**src/rtl/imm_decode_stage_pkg.sv**
```systemverilog
// imm_decode_stage_pkg: opcodes, format enum and decoded-entry struct shared by the decode stage
package imm_decode_stage_pkg;
   localparam int PC_MAX_W = 64;
   localparam logic [6:0] OP_LOAD   = 7'b0000011;
   localparam logic [6:0] OP_IMM    = 7'b0010011;
   localparam logic [6:0] OP_IMM32  = 7'b0011011;
   localparam logic [6:0] OP_JALR   = 7'b1100111;
   localparam logic [6:0] OP_SYSTEM = 7'b1110011;
   localparam logic [6:0] OP_STORE  = 7'b0100011;
   localparam logic [6:0] OP_BRANCH = 7'b1100011;
   localparam logic [6:0] OP_LUI    = 7'b0110111;
   localparam logic [6:0] OP_AUIPC  = 7'b0010111;
   localparam logic [6:0] OP_JAL    = 7'b1101111;
   localparam logic [6:0] OP_OP     = 7'b0110011;
   localparam logic [6:0] OP_OP32   = 7'b0111011;
   typedef enum logic [2:0] {
      FMT_R = 3'd0,
      FMT_I = 3'd1,
      FMT_S = 3'd2,
      FMT_B = 3'd3,
      FMT_U = 3'd4,
      FMT_J = 3'd5
   } imm_fmt_t;
   typedef struct packed {
      logic [31:0]         instr;
      logic [PC_MAX_W-1:0] pc;
      logic [31:0]         imm;
      imm_fmt_t            fmt;
      logic                illegal;
   } entry_t;
endpackage

```
**src/rtl/imm_decode_stage_extract.sv**
```systemverilog
// imm_extract: combinational RV64 immediate extraction and format classification
module imm_extract
   import imm_decode_stage_pkg::*;
(
   input  logic [31:0] instr,
   output logic [31:0] imm,
   output imm_fmt_t    fmt,
   output logic        illegal
);
   // classify the opcode and assemble the sign-extended immediate for its format
   always_comb begin
      imm = '0;
      fmt = FMT_R;
      illegal = 1'b0;
      case (instr[6:0])
         OP_LOAD, OP_IMM, OP_IMM32, OP_JALR, OP_SYSTEM: begin
            fmt = FMT_I;
            imm = {{20{instr[31]}}, instr[31:20]};
         end
         OP_STORE: begin
            fmt = FMT_S;
            imm = {{20{instr[31]}}, instr[31:25], instr[11:7]};
         end
         OP_BRANCH: begin
            fmt = FMT_B;
            imm = {{19{instr[31]}}, instr[31], instr[7], instr[30:25], instr[11:8], 1'b0};
         end
         OP_LUI, OP_AUIPC: begin
            fmt = FMT_U;
            imm = {instr[31:12], 12'b0};
         end
         OP_JAL: begin
            fmt = FMT_J;
            imm = {{11{instr[31]}}, instr[31], instr[19:12], instr[20], instr[30:21], 1'b0};
         end
         OP_OP, OP_OP32: fmt = FMT_R;
         default: illegal = 1'b1;
      endcase
   end
endmodule

```
**src/rtl/imm_decode_stage.sv**
```systemverilog
// imm_decode_stage: registered decode stage with valid/ready handshake; IMM_DECODE_SKID_EN adds a one-entry skid buffer
module imm_decode_stage
   import imm_decode_stage_pkg::*;
#(
   parameter int PC_WIDTH = 64
) (
   input  logic                i_clk,
   input  logic                i_rst,
   input  logic                i_valid,
   output logic                o_ready,
   input  logic [31:0]         i_instr,
   input  logic [PC_WIDTH-1:0] i_pc,
   input  logic                i_flush,
   output logic                o_valid,
   input  logic                i_ready,
   output logic [31:0]         o_instr,
   output logic [PC_WIDTH-1:0] o_pc,
   output logic [31:0]         o_imm,
   output logic [2:0]          o_fmt,
   output logic                o_illegal
);
   entry_t   dec, out;
   logic     out_v, rdy_q, in_xfer;
   logic [31:0] x_imm;
   imm_fmt_t x_fmt;
   logic     x_ill;
`ifdef IMM_DECODE_SKID_EN
   entry_t   sk;
   logic     sk_v;
`endif

   imm_extract u_extract (
      .instr   (i_instr),
      .imm     (x_imm),
      .fmt     (x_fmt),
      .illegal (x_ill)
   );

   assign dec = '{instr: i_instr, pc: PC_MAX_W'(i_pc), imm: x_imm, fmt: x_fmt, illegal: x_ill};
`ifdef IMM_DECODE_SKID_EN
   assign o_ready = rdy_q;
`else
   assign o_ready = rdy_q && (!out_v || i_ready);
`endif
   assign in_xfer   = i_valid && o_ready;
   assign o_valid   = out_v;
   assign o_instr   = out.instr;
   assign o_pc      = PC_WIDTH'(out.pc);
   assign o_imm     = out.imm;
   assign o_fmt     = out.fmt;
   assign o_illegal = out.illegal;

   // advance the output slot when it is empty or being consumed; otherwise park a new entry in the skid
   always_ff @(posedge i_clk or posedge i_rst) begin
      if (i_rst) begin
         out_v <= 1'b0;
         out   <= '0;
         rdy_q <= 1'b0;
`ifdef IMM_DECODE_SKID_EN
         sk_v  <= 1'b0;
         sk    <= '0;
`endif
      end else if (i_flush) begin
         out_v <= 1'b0;
         rdy_q <= 1'b1;
`ifdef IMM_DECODE_SKID_EN
         sk_v  <= 1'b0;
`endif
      end else begin
`ifdef IMM_DECODE_SKID_EN
         if (!out_v || i_ready) begin
            out_v <= sk_v || in_xfer;
            if (sk_v) out <= sk;
            else if (in_xfer) out <= dec;
            sk_v  <= 1'b0;
            rdy_q <= 1'b1;
         end else if (in_xfer) begin
            sk    <= dec;
            sk_v  <= 1'b1;
            rdy_q <= 1'b0;
         end
`else
         rdy_q <= 1'b1;
         if (!out_v || i_ready) begin
            out_v <= in_xfer;
            if (in_xfer) out <= dec;
         end
`endif
      end
   end
endmodule

```
**config.mk**
```make
export PLATFORM = sky130hd
export DESIGN_NAME = imm_decode_stage
export DESIGN_NICKNAME = d
export VERILOG_FILES = /design/src/rtl/imm_decode_stage_pkg.sv /design/src/rtl/imm_decode_stage_extract.sv /design/src/rtl/imm_decode_stage.sv
export SDC_FILE = /design/constraint.sdc
export NUM_CORES = 1
export LEC_CHECK = 0
export BUFFER_PORTS_ARGS = -buffer_cell sky130_fd_sc_hd__clkbuf_2
export CORE_UTILIZATION = 48
export CTS_CLUSTER_SIZE = 20
export DETAILED_ROUTE_END_ITERATION = 8
export PLACE_DENSITY = 0.79
export SYNTH_ARGS = -nofsm -noshare
export SYNTH_HDL_FRONTEND = slang
export SYNTH_SLANG_ARGS = --single-unit
```
**constraint.sdc**
```tcl
create_clock -name i_clk -period 4.3 [get_ports i_clk]
set_input_delay 0.215 -clock i_clk [delete_from_list [all_inputs] [get_ports i_clk]]
set_output_delay 0.215 -clock i_clk [all_outputs]
set_load 0.01 [all_outputs]
```
==> results of run 1 <==
-- where the power goes --
group          leakage [nW]  switching (mW)  internal (mW)
clock network         0.303           0.503          0.989
logic                  1.73           0.315          0.290
registers              1.67           0.101           1.45
total                  3.69           0.919           2.73
-- registers in the layout, indices dropped and copies added (netlist names) --
register,flops
o_fmt,3
o_instr,32
rdy_q,1
o_valid,1
o_illegal,1
o_imm,32
o_pc,64
-- final cells by class --
| type | count | area, sq um | area share [%] |
|---|---|---|---|
| clock buffers | 25 | 505.5 | 6.838 |
| clock inverters | 7 | 116.4 | 1.574 |
| inverters | 7 | 31.28 | 0.4232 |
| multi-input cells | 240 | 1994 | 26.98 |
| flip-flops and latches | 134 | 3353 | 45.36 |
| well taps | 140 | 175.2 | 2.370 |
| repair buffers | 238 | 1216 | 16.45 |
-- what timing repair did --
item | CTS | global route
setup endpoints to repair | 0 | 0
buffers inserted | 0 | 0
hold buffers | 1 | 0
hold endpoints to repair | 83 | 0
-- worst reg2reg max path, delay by kind of cell (launching register included) --
kind / cells / cell delay [ps]
simple gates: 4 / 1030
flops: 1 / 370
compound gates: 1 / 190
buf+inv: 1 / 410
-- path summary, 6_finish.rpt --
kind	startpoint	end	slack, ps	cells past startpoint
max	o_valid$_DFFE_PP0P_	o_imm[4]$_DFFE_PP0P_	2240	6
min	i_flush	o_valid$_DFFE_PP0P_	10	2
max reg2reg	o_valid$_DFFE_PP0P_	o_imm[4]$_DFFE_PP0P_	2240	6
min reg2reg	o_imm[31]$_DFFE_PP0P_	o_imm[31]$_DFFE_PP0P_	480	2
max in group asynchronous	i_rst	o_pc[31]$_DFFE_PP0P_	2670	4
min in group asynchronous	i_rst	o_pc[45]$_DFFE_PP0P_	510	3
-- cells by family after synthesis --
| family | count (synthesis) |
|---|---|
| other | 1 |
| adders and majority gates | 1 |
| muxes | 91 |
| and+or+nand+nor | 59 |
| buffers and inverters | 31 |
| DFF | 134 |
| AOI/OAI and AO/OA | 88 |
-- stage by stage --
| stage | std cells | cell area, sq um | hold slack [ps] | power (mW) | worst slack [ps] |
|---|---|---|---|---|---|
| after detailed placement | 758 | 6760 | 401.1 | 2.186 | 2194 |
| after CTS | 791 | 7392 | 2.577 | 3.689 | 2185 |
| final | 791 | 7392 | 11.38 | 3.651 | 2235 |
| after global placement | 758 | 6760 | 389.3 | 2.156 | 2255 |
| after global routing | 791 | 7392 | 14.79 | 3.820 | 1997 |
| after floorplan | 405 | 5508 | 306.1 | 1.875 | 502.2 |
-- per-layer routing --
| metal | up-vias | GRT usage (%) | part of all wire [%] |
|---|---|---|---|
| met5 | - | 0 | 0 |
| met4 | 0 | 11.39 | 2.4 |
| met3 | 28 | 6.754 | 7.1 |
| met2 | 183 | 40.03 | 51 |
| met1 | 2041 | 26.48 | 40 |
| li1 | 1929 | - | - |
-- layout by cell type, fill, tap and decap left out, types with 2 or more instances in the layout --
cell type	instances
mux2_1	54
nand2b_1	2
a31oi_2	2
buf_4	2
clkbuf_16	17
dfrtp_1	134
o21ai_2	21
clkinv_2	2
a22o_1	12
nor2b_1	3
o31ai_1	2
inv_1	6
clkbuf_2	234
nand3b_1	2
a21o_1	2
clkbuf_8	5
a21oi_1	23
o21ai_0	2
or3b_1	2
mux2_2	37
a32oi_1	4
clkbuf_1	3
nand2_1	29
and3_1	2
nand3_1	7
nor2_1	4
o21ai_1	14
bufinv_16	3
==> metrics, run 1 <==
slowest stage delay, CP=410 ps; grt total ovfl=0; DIE HEIGHT=109.1 microns; CTS Buf Count=17; Worst Path Required=4640 ps; achievable clock frequency=484.3 MHz; Max Cap Viol=0; syn nets=506; # setup viols final=0; clock sink total=134; initial antenna violation count=0; Net count, final=739; synth unique cells=42; Tcrit/Tclk final=48.02%; Layout area overhead=34.21%; area leader, netlist=dfrtp_1; total number of vias=4181; Die Area=11910 sq um; Ys Warns=0; ys async rst share=100.0%; DRT Pass-1 Iters=4; most common flop cell mapped by yosys=dfrtp_1; vias in the first global route=4217; Startpoint Class=register; Core Area=11030 sq um; Syn Std Cell Area=5508 sq um; clock latency at the later pin of the worst-skew pair=410 ps; Static Leak=3.695 nW; first-pass GRT wire length=20.73 mm; critical path type=reg2reg; largest family of logic cells by synthesized area=multiplexers; CP Cell Sequence=nand2b_1 -> and2_1 -> nand3b_1 -> buf_12 -> nor3_2 -> a22o_1; Residual DRC=0; most frequent cell after synthesis=dfrtp_1; Worst-Margin Slew=852.2 ps; Commonest cells post-synth=dfrtp_1, mux2_1, mux2_2; Reg clk slew, reported paths=50 ps; Max FO, Critical Path=91; # fillers=825; worst vdd ir=292.9 uV; clk_skew=8.051 ps; DR iter-0 viols=228; # rows=38; diode count=0; CTS tree=yes; vias per inst=5.286; largest net degree at the start of global routing=92; routed len/inst=16.75 microns; sequential-to-total area share from yosys stat=60.88%; status=completed; die width=109.1 microns; XOR/XNOR Fraction of Synth Area=0%; Antenna Nets Post-Route=0; Rel. slew slack=42.98%; worst path arrival time=2410 ps; post-cts sizing count=0; deepest clock path buffer count=2; CP Capture Type=register; Simple-Gate Fraction of Synth Area=5.725%; GRT Util Overall=23.31%; Synth Instances=405; dominant cells by area after synthesis=dfrtp_1, mux2_1, mux2_2; TNS Setup=0 ps; worst hold path type=in2reg; Post-Syn Area per Cell=13.60 sq um; Post-Route WL=13.25 mm; CTS H-tree depth=4; Fin. Hold Viols=0; PD cells=494.0 nW/um^2; area share of the largest cell type after synthesis=60.88%; Initial Util=49.93%; final core utilization=67.01%; post-DP HPWL=9.562 mm; Clock Root Buffer=clkbuf_16; Synth Area in Compound Gates=11.63%; io pins=235; number of flops mapped to enable cells by yosys=0; CP max-delay cell=buf_12; Adder-Cell Fraction of Synth Area=0.1817%; mux cell area share after synthesis=18.61%; Routability Congestion=0.8563; Yosys reg bits=134; fraction of layout cells with a size suffix above 1=51.15%; crit-path leading delay family=simple AND/OR/NAND/NOR gates; minimum clock period=2065 ps; RSZ-0062 raised after global routing=false; Slew Viols, Final=0; PortBufs=234; Buffers & Inverters on Critical Path=1
No activity file was read; power rests on OpenSTA's default activity.
==> inputs of run 2 (changes only) <==
--- a/config.mk
+++ b/config.mk
@@ -6,10 +6,10 @@
 export NUM_CORES = 1
 export LEC_CHECK = 0
 export BUFFER_PORTS_ARGS = -buffer_cell sky130_fd_sc_hd__clkbuf_2
-export CORE_UTILIZATION = 48
+export CORE_UTILIZATION = 43
 export CTS_CLUSTER_SIZE = 20
 export DETAILED_ROUTE_END_ITERATION = 8
-export PLACE_DENSITY = 0.79
+export PLACE_DENSITY = 0.75
 export SYNTH_ARGS = -nofsm -noshare
 export SYNTH_HDL_FRONTEND = slang
 export SYNTH_SLANG_ARGS = --single-unit
==> constraint.sdc (replaced) <==
create_clock -name i_clk -period 1.85 [get_ports i_clk]
set_input_delay 0.0925 -clock i_clk [delete_from_list [all_inputs] [get_ports i_clk]]
set_output_delay 0.0925 -clock i_clk [all_outputs]
set_load 0.01 [all_outputs]
==> metrics, run 2 (synthesized netlist as in run 1, its figures left out) <==
CTS tree=yes (unchanged); Clock Root Buffer=clkbuf_16 (unchanged); dpl ws=87.07 ps (was 2194 ps); # setup viols final=0 (unchanged); GRT Util Overall=23.55% (was 23.31%); Die Area=13270 sq um (was 11910 sq um); Slew Viols, Final=0 (unchanged); DIE HEIGHT=115.2 microns (was 109.1 microns); max reg flops=64 (unchanged); worst path arrival time=2090 ps (was 2410 ps); clock sink total=134 (unchanged); post-DP HPWL=9.806 mm (was 9.562 mm); worst vdd ir=480.5 uV (was 292.9 uV); Routability Congestion=0.8256 (was 0.8563); Antenna Nets Post-Route=0 (unchanged); CTS H-tree depth=4 (unchanged); Static Leak=4.128 nW (was 3.695 nW); Layout area overhead=53.23% (was 34.21%); TNS Setup=0 ps (unchanged); total number of vias=4588 (was 4181); RSZ-0062 raised after global routing=false (unchanged); post-cts sizing count=0 (unchanged); placed instance area=6919 sq um (was 6760 sq um); status=completed (unchanged); initial antenna violation count=0 (unchanged); # fillers=843 (was 825); final instance area=8439 sq um (was 7392 sq um); routed len/inst=16.20 microns (was 16.75 microns); PortBufs=234 (unchanged); commonest non-fill, non-tap cell in the layout=clkbuf_2 (unchanged); vias in the first global route=4764 (was 4217); commonest non-fill, non-tap cells in the layout=clkbuf_2, dfrtp_1, dlygate4sd3_1 (was clkbuf_2, dfrtp_1, mux2_1); grt total ovfl=0 (unchanged); Final WS setup=99.38 ps (was 2235 ps); die width=115.2 microns (was 109.1 microns); CP Capture Type=register (unchanged); minimum clock period=1751 ps (was 2065 ps); CTS Buf Count=17 (unchanged); Worst Path Required=2180 ps (was 4640 ps); largest net degree at the start of global routing=72 (was 92); deepest clock path buffer count=2 (unchanged); io pins=235 (unchanged); Tcrit/Tclk final=94.63% (was 48.02%); Startpoint Class=register (unchanged); Fin. Hold Viols=0 (unchanged); Max FO, Critical Path=20 (was 91); first-pass GRT wire length=23.62 mm (was 20.73 mm); PD cells=1019 nW/um^2 (was 494.0 nW/um^2); vias per inst=4.992 (was 5.286); Initial Util=44.92% (was 49.93%); # Post-CTS Setup Buffers=0 (unchanged); Max Cap Viol=0 (unchanged); # rows=40 (was 38); # hold bufs at CTS=92 (was 1); fraction of layout cells with a size suffix above 1=45.67% (was 51.15%); Core Area=12260 sq um (was 11030 sq um); diode count=0 (unchanged); clk_skew=5.342 ps (was 8.051 ps); FF/Latch Area=3353 sq um (unchanged); clock latency at the later pin of the worst-skew pair=410 ps (about the same); Reg clk slew, reported paths=60 ps (was 50 ps); DRT Pass-1 Iters=4 (unchanged); achievable clock frequency=571.2 MHz (was 484.3 MHz); multi-input logic area=1994 sq um (unchanged); critical path type=reg2reg (unchanged); DR iter-0 viols=206 (was 228); worst hold path type=in2reg (unchanged); Net count, final=840 (was 739); Post-Route WL=14.89 mm (was 13.25 mm); Residual DRC=0 (unchanged)
-- run 2: changes by cell type in the layout (fill, tap and decap cells not counted) --
cell           before  now
dlygate4sd3_1       1   92
clkbuf_1            3    2
clkbuf_8            5    3
clkinvlp_4          1    3
clkinv_4            1    0
clkinv_2            2    4
buf_4               2    8
buf_12              1    5
inv_6               1    0
-- run 2: metal layers --
layer	vias up	share of wire (%)	track usage (%)
li1	2132	-	-
met3	39	8.2	7.591
met4	0	3.0	11.26
met1	2185	39	26.38
met2	232	49	40.68
met5	-	0	0
-- run 2: final cells by class --
cell class | instances | area share, %
clock buffer | 22 | 5.619
tap | 168 | 2.491
clock inverter | 9 | 1.483
inverter | 7 | 0.3558
sequential | 134 | 39.73
timing repair buffer | 339 | 26.69
multi-input combinational | 240 | 23.63
-- run 2: critical path, cell delays in order, from the launching register on --
cell      delay, ps
dfrtp_1         380
nand2b_1         90
and2_1          150
nand3b_1        130
buf_12          170
or3_4           560
o21ai_2         190
-- run 2: final timing paths --
kind	start	slack, ps	end	depth (start not counted)
worst max-delay path	o_valid$_DFFE_PP0P_	100	o_imm[28]$_DFFE_PP0P_	6
max in group asynchronous	i_rst	1150	o_imm[19]$_DFFE_PP0P_	4
worst min-delay path	i_instr[1]	60	o_instr[1]$_DFFE_PP0P_	2
min in group asynchronous	i_rst	380	o_pc[34]$_DFFE_PP0P_	4
worst min register to register	o_imm[0]$_DFFE_PP0P_	480	o_imm[0]$_DFFE_PP0P_	2
worst max register to register	o_valid$_DFFE_PP0P_	100	o_imm[28]$_DFFE_PP0P_	6
-- run 2: metrics by stage --
step	utilization (%)	instances	power (mW)	hold slack [ps]
after global placement	56.43	796	5.035	223.7
after detailed placement	56.43	796	5.098	235.6
after CTS	68.83	919	8.663	24.94
after global routing	68.83	919	9.001	54.31
after floorplan	-	405	4.358	183.6
final	68.83	919	8.599	56.50
-- run 2: power by group --
part	switching, mW	leakage, nW	internal (mW)	total (mW)
Combinational	0.784	2.17	0.819	1.60
Clock	1.16	0.292	2.21	3.37
Sequential	0.246	1.67	3.38	3.63
==> inputs of run 3 (changes only) <==
--- a/config.mk
+++ b/config.mk
@@ -6,10 +6,11 @@
 export NUM_CORES = 1
 export LEC_CHECK = 0
 export BUFFER_PORTS_ARGS = -buffer_cell sky130_fd_sc_hd__clkbuf_2
-export CORE_UTILIZATION = 43
+export CORE_MARGIN = 1
+export CORE_UTILIZATION = 48
 export CTS_CLUSTER_SIZE = 20
 export DETAILED_ROUTE_END_ITERATION = 8
-export PLACE_DENSITY = 0.75
+export PLACE_DENSITY = 0.79
 export SYNTH_ARGS = -nofsm -noshare
 export SYNTH_HDL_FRONTEND = slang
 export SYNTH_SLANG_ARGS = --single-unit
==> constraint.sdc (replaced) <==
create_clock -name i_clk -period 1.9 [get_ports i_clk]
set_input_delay 0.095 -clock i_clk [delete_from_list [all_inputs] [get_ports i_clk]]
set_output_delay 0.095 -clock i_clk [all_outputs]
set_load 0.01 [all_outputs]
==> metrics, run 3 (synthesized netlist as in run 1, its figures left out) <==
status=completed (unchanged); first-pass GRT wire length=24.62 mm (was 23.62 mm); slowest stage delay, CP=550 ps (was 560 ps); GRT Util Overall=27.78% (was 23.55%); Net count, final=845 (was 840); Post-Route WL=15.78 mm (was 14.89 mm); CTS tree=yes (unchanged); deepest clock path buffer count=2 (unchanged); Worst R2R End=o_pc[5]$_DFFE_PP0P_ (was o_imm[28]$_DFFE_PP0P_); # Post-CTS Setup Buffers=0 (unchanged); post-DP HPWL=9.914 mm (was 9.806 mm); vias in the first global route=4922 (was 4764); Cell Count, Final, Fillers Out=896 (was 919); CTS Buf Count=17 (unchanged); Antenna Nets Post-Route=0 (unchanged); DIE HEIGHT=109.1 microns (was 115.2 microns); # fillers=680 (was 843); worst setup path end=o_pc[5]$_DFFE_PP0P_ (was o_imm[28]$_DFFE_PP0P_); clock sink total=134 (unchanged); die width=109.1 microns (was 115.2 microns); Placed Instances=773 (was 796); Routability Congestion=0.8559 (was 0.8256); CP Cell Sequence=dlygate4sd3_1 -> clkbuf_2 -> nand2b_1 -> and2_1 -> nand3b_1 -> buf_4 -> buf_12 -> mux2_1 (was nand2b_1 -> and2_1 -> nand3b_1 -> buf_12 -> or3_4 -> o21ai_2); vias per inst=5.161 (was 4.992); RSZ-0062 raised after global routing=false (unchanged); clk_skew=5.805 ps (was 5.342 ps); DR iter-0 viols=235 (was 206); grt total ovfl=0 (unchanged); largest net degree at the start of global routing=95 (was 72); Die Area=11910 sq um (was 13270 sq um); fraction of layout cells with a size suffix above 1=45.50% (was 45.67%); critical path type=in2reg (was reg2reg); Startpoint Class=input port (was register); diode count=0 (unchanged); Max FO, Critical Path=36 (was 20); Worst Path Required=2180 ps (about the same); routed len/inst=17.61 microns (was 16.20 microns); PortBufs=234 (unchanged); # setup viols final=0 (unchanged); Rel. slew slack=65.70%; CTS H-tree depth=4 (unchanged); worst vdd ir=808.3 uV (was 480.5 uV); post-cts sizing count=0 (unchanged); Buffers & Inverters on Critical Path=4 (was 1); io pins=235 (unchanged); cell count of the worst reg-to-reg path=6 (unchanged); # rows=38 (was 40); CP max-delay cell=dlygate4sd3_1 (was or3_4); Slew Viols, Final=0 (unchanged); worst path arrival time=2080 ps (was 2090 ps); clock latency at the later pin of the worst-skew pair=410 ps (about the same); Initial Util=49.93% (was 44.92%); DRT Pass-1 Iters=4 (unchanged); PD cells=963.1 nW/um^2 (was 1019 nW/um^2); minimum setup slack among reg-to-reg paths=190 ps (was 100 ps); achievable clock frequency=557.2 MHz; Max Cap Viol=0 (unchanged); Layout area overhead=51.66% (was 53.23%); CP Capture Type=register (unchanged); Critical Path Start=i_ready (was o_valid$_DFFE_PP0P_); Clock Root Buffer=clkbuf_16 (unchanged); minimum clock period=1795 ps; crit-path leading delay family=buffers and inverters (was simple AND/OR/NAND/NOR gates); final core utilization=75.73% (was 68.83%); Static Leak=4.116 nW (was 4.128 nW); total number of vias=4624 (was 4588); Worst-Margin Slew=514.6 ps; commonest non-fill, non-tap cell in the layout=clkbuf_2 (unchanged); RR Startpoint=o_valid$_DFFE_PP0P_ (unchanged); TNS Setup=0 ps (unchanged); commonest non-fill, non-tap cells in the layout=clkbuf_2, dfrtp_1, dlygate4sd3_1 (unchanged); Stages on worst setup path=8 (was 6); worst hold path type=in2reg (unchanged); Reg clk slew, reported paths=50 ps (was 60 ps); Fin. Hold Viols=0 (unchanged); max reg flops=64 (unchanged); Residual DRC=0 (unchanged); Core Area=11030 sq um (was 12260 sq um); Tcrit/Tclk final=94.45%; initial antenna violation count=0 (unchanged)
==> run 3: changes by cell type in the layout (fill, tap and decap cells not counted), sizes merged <==
cell,change
bufinv,-3
clkbuf,+5
clkinvlp,-2
buf,+5
==> run 3: final cells by class <==
type | instances | area, sq um | share of cell area [%]
Multi-Input combinational cell | 240 | 1994 | 23.88
Clock inverter | 4 | 20.02 | 0.2397
Tap cell | 140 | 175.2 | 2.097
Inverter | 7 | 30.03 | 0.3595
Timing Repair Buffer | 344 | 2277 | 27.26
Clock buffer | 27 | 503.0 | 6.022
Sequential cell | 134 | 3353 | 40.14
==> run 3: routing by layer <==
layer  vias to the layer above  routed length [microns]  track usage, %
li1                       2140                        -               -
met1                      2265                     6135           30.83
met2                       185                     8219           49.82
met3                        34                     1010           7.113
met4                         0                      409           12.36
met5                         -                        0               0
==> run 3: through the flow <==
step                setup WS, ps  hold slack [ps]  power [mW]  instance area [sq um]
floorplan                  116.9            186.1       4.243                   5512
global placement           227.7            274.3       4.906                   6909
detailed placement         175.9            287.6       4.980                   6909
CTS                        119.5            25.75       8.044                   8353
global route               27.13            53.18       8.410                   8353
finish                     105.4            42.63       8.045                   8353
==> run 3: repair_timing <==
action                                 in CTS  in global routing
setup endpoints to repair                   0                  0
endpoints found under the hold margin     244                  0
hold buffers                               92                  0
==> run 3: how the worst min path moves through the flow <==
stage | startpoint | to | cells past startpoint
2_1_floorplan | i_flush | o_valid$_DFFE_PP0P_ | 1
3_3_place_gp | i_rst | o_pc[43]$_DFFE_PP0P_ | 3
3_5_place_dp | i_rst | rdy_q$_DFF_PP0_ | 3
4_1_cts | i_instr[1] | o_instr[1]$_DFFE_PP0P_ | 2
5_1_grt | i_instr[1] | o_instr[1]$_DFFE_PP0P_ | 2
6_report | i_instr[1] | o_instr[1]$_DFFE_PP0P_ | 2
==> run 3: worst reg2reg max path, cell delays in order (launching register included) <==
cell	delay, ps
dfrtp_1	340
nand2b_1	70
and2_1	170
nand3b_1	180
buf_4	220
buf_12	220
mux2_1	390
==> run 3: report_power, final <==
group          internal (mW)  leakage, nW  switching [mW]  total, mW
combinational          0.800         2.19           0.783       1.58
clock                   1.79        0.261            1.13       2.92
sequential              3.29         1.67           0.248       3.54
total                   5.88         4.12            2.16       8.04
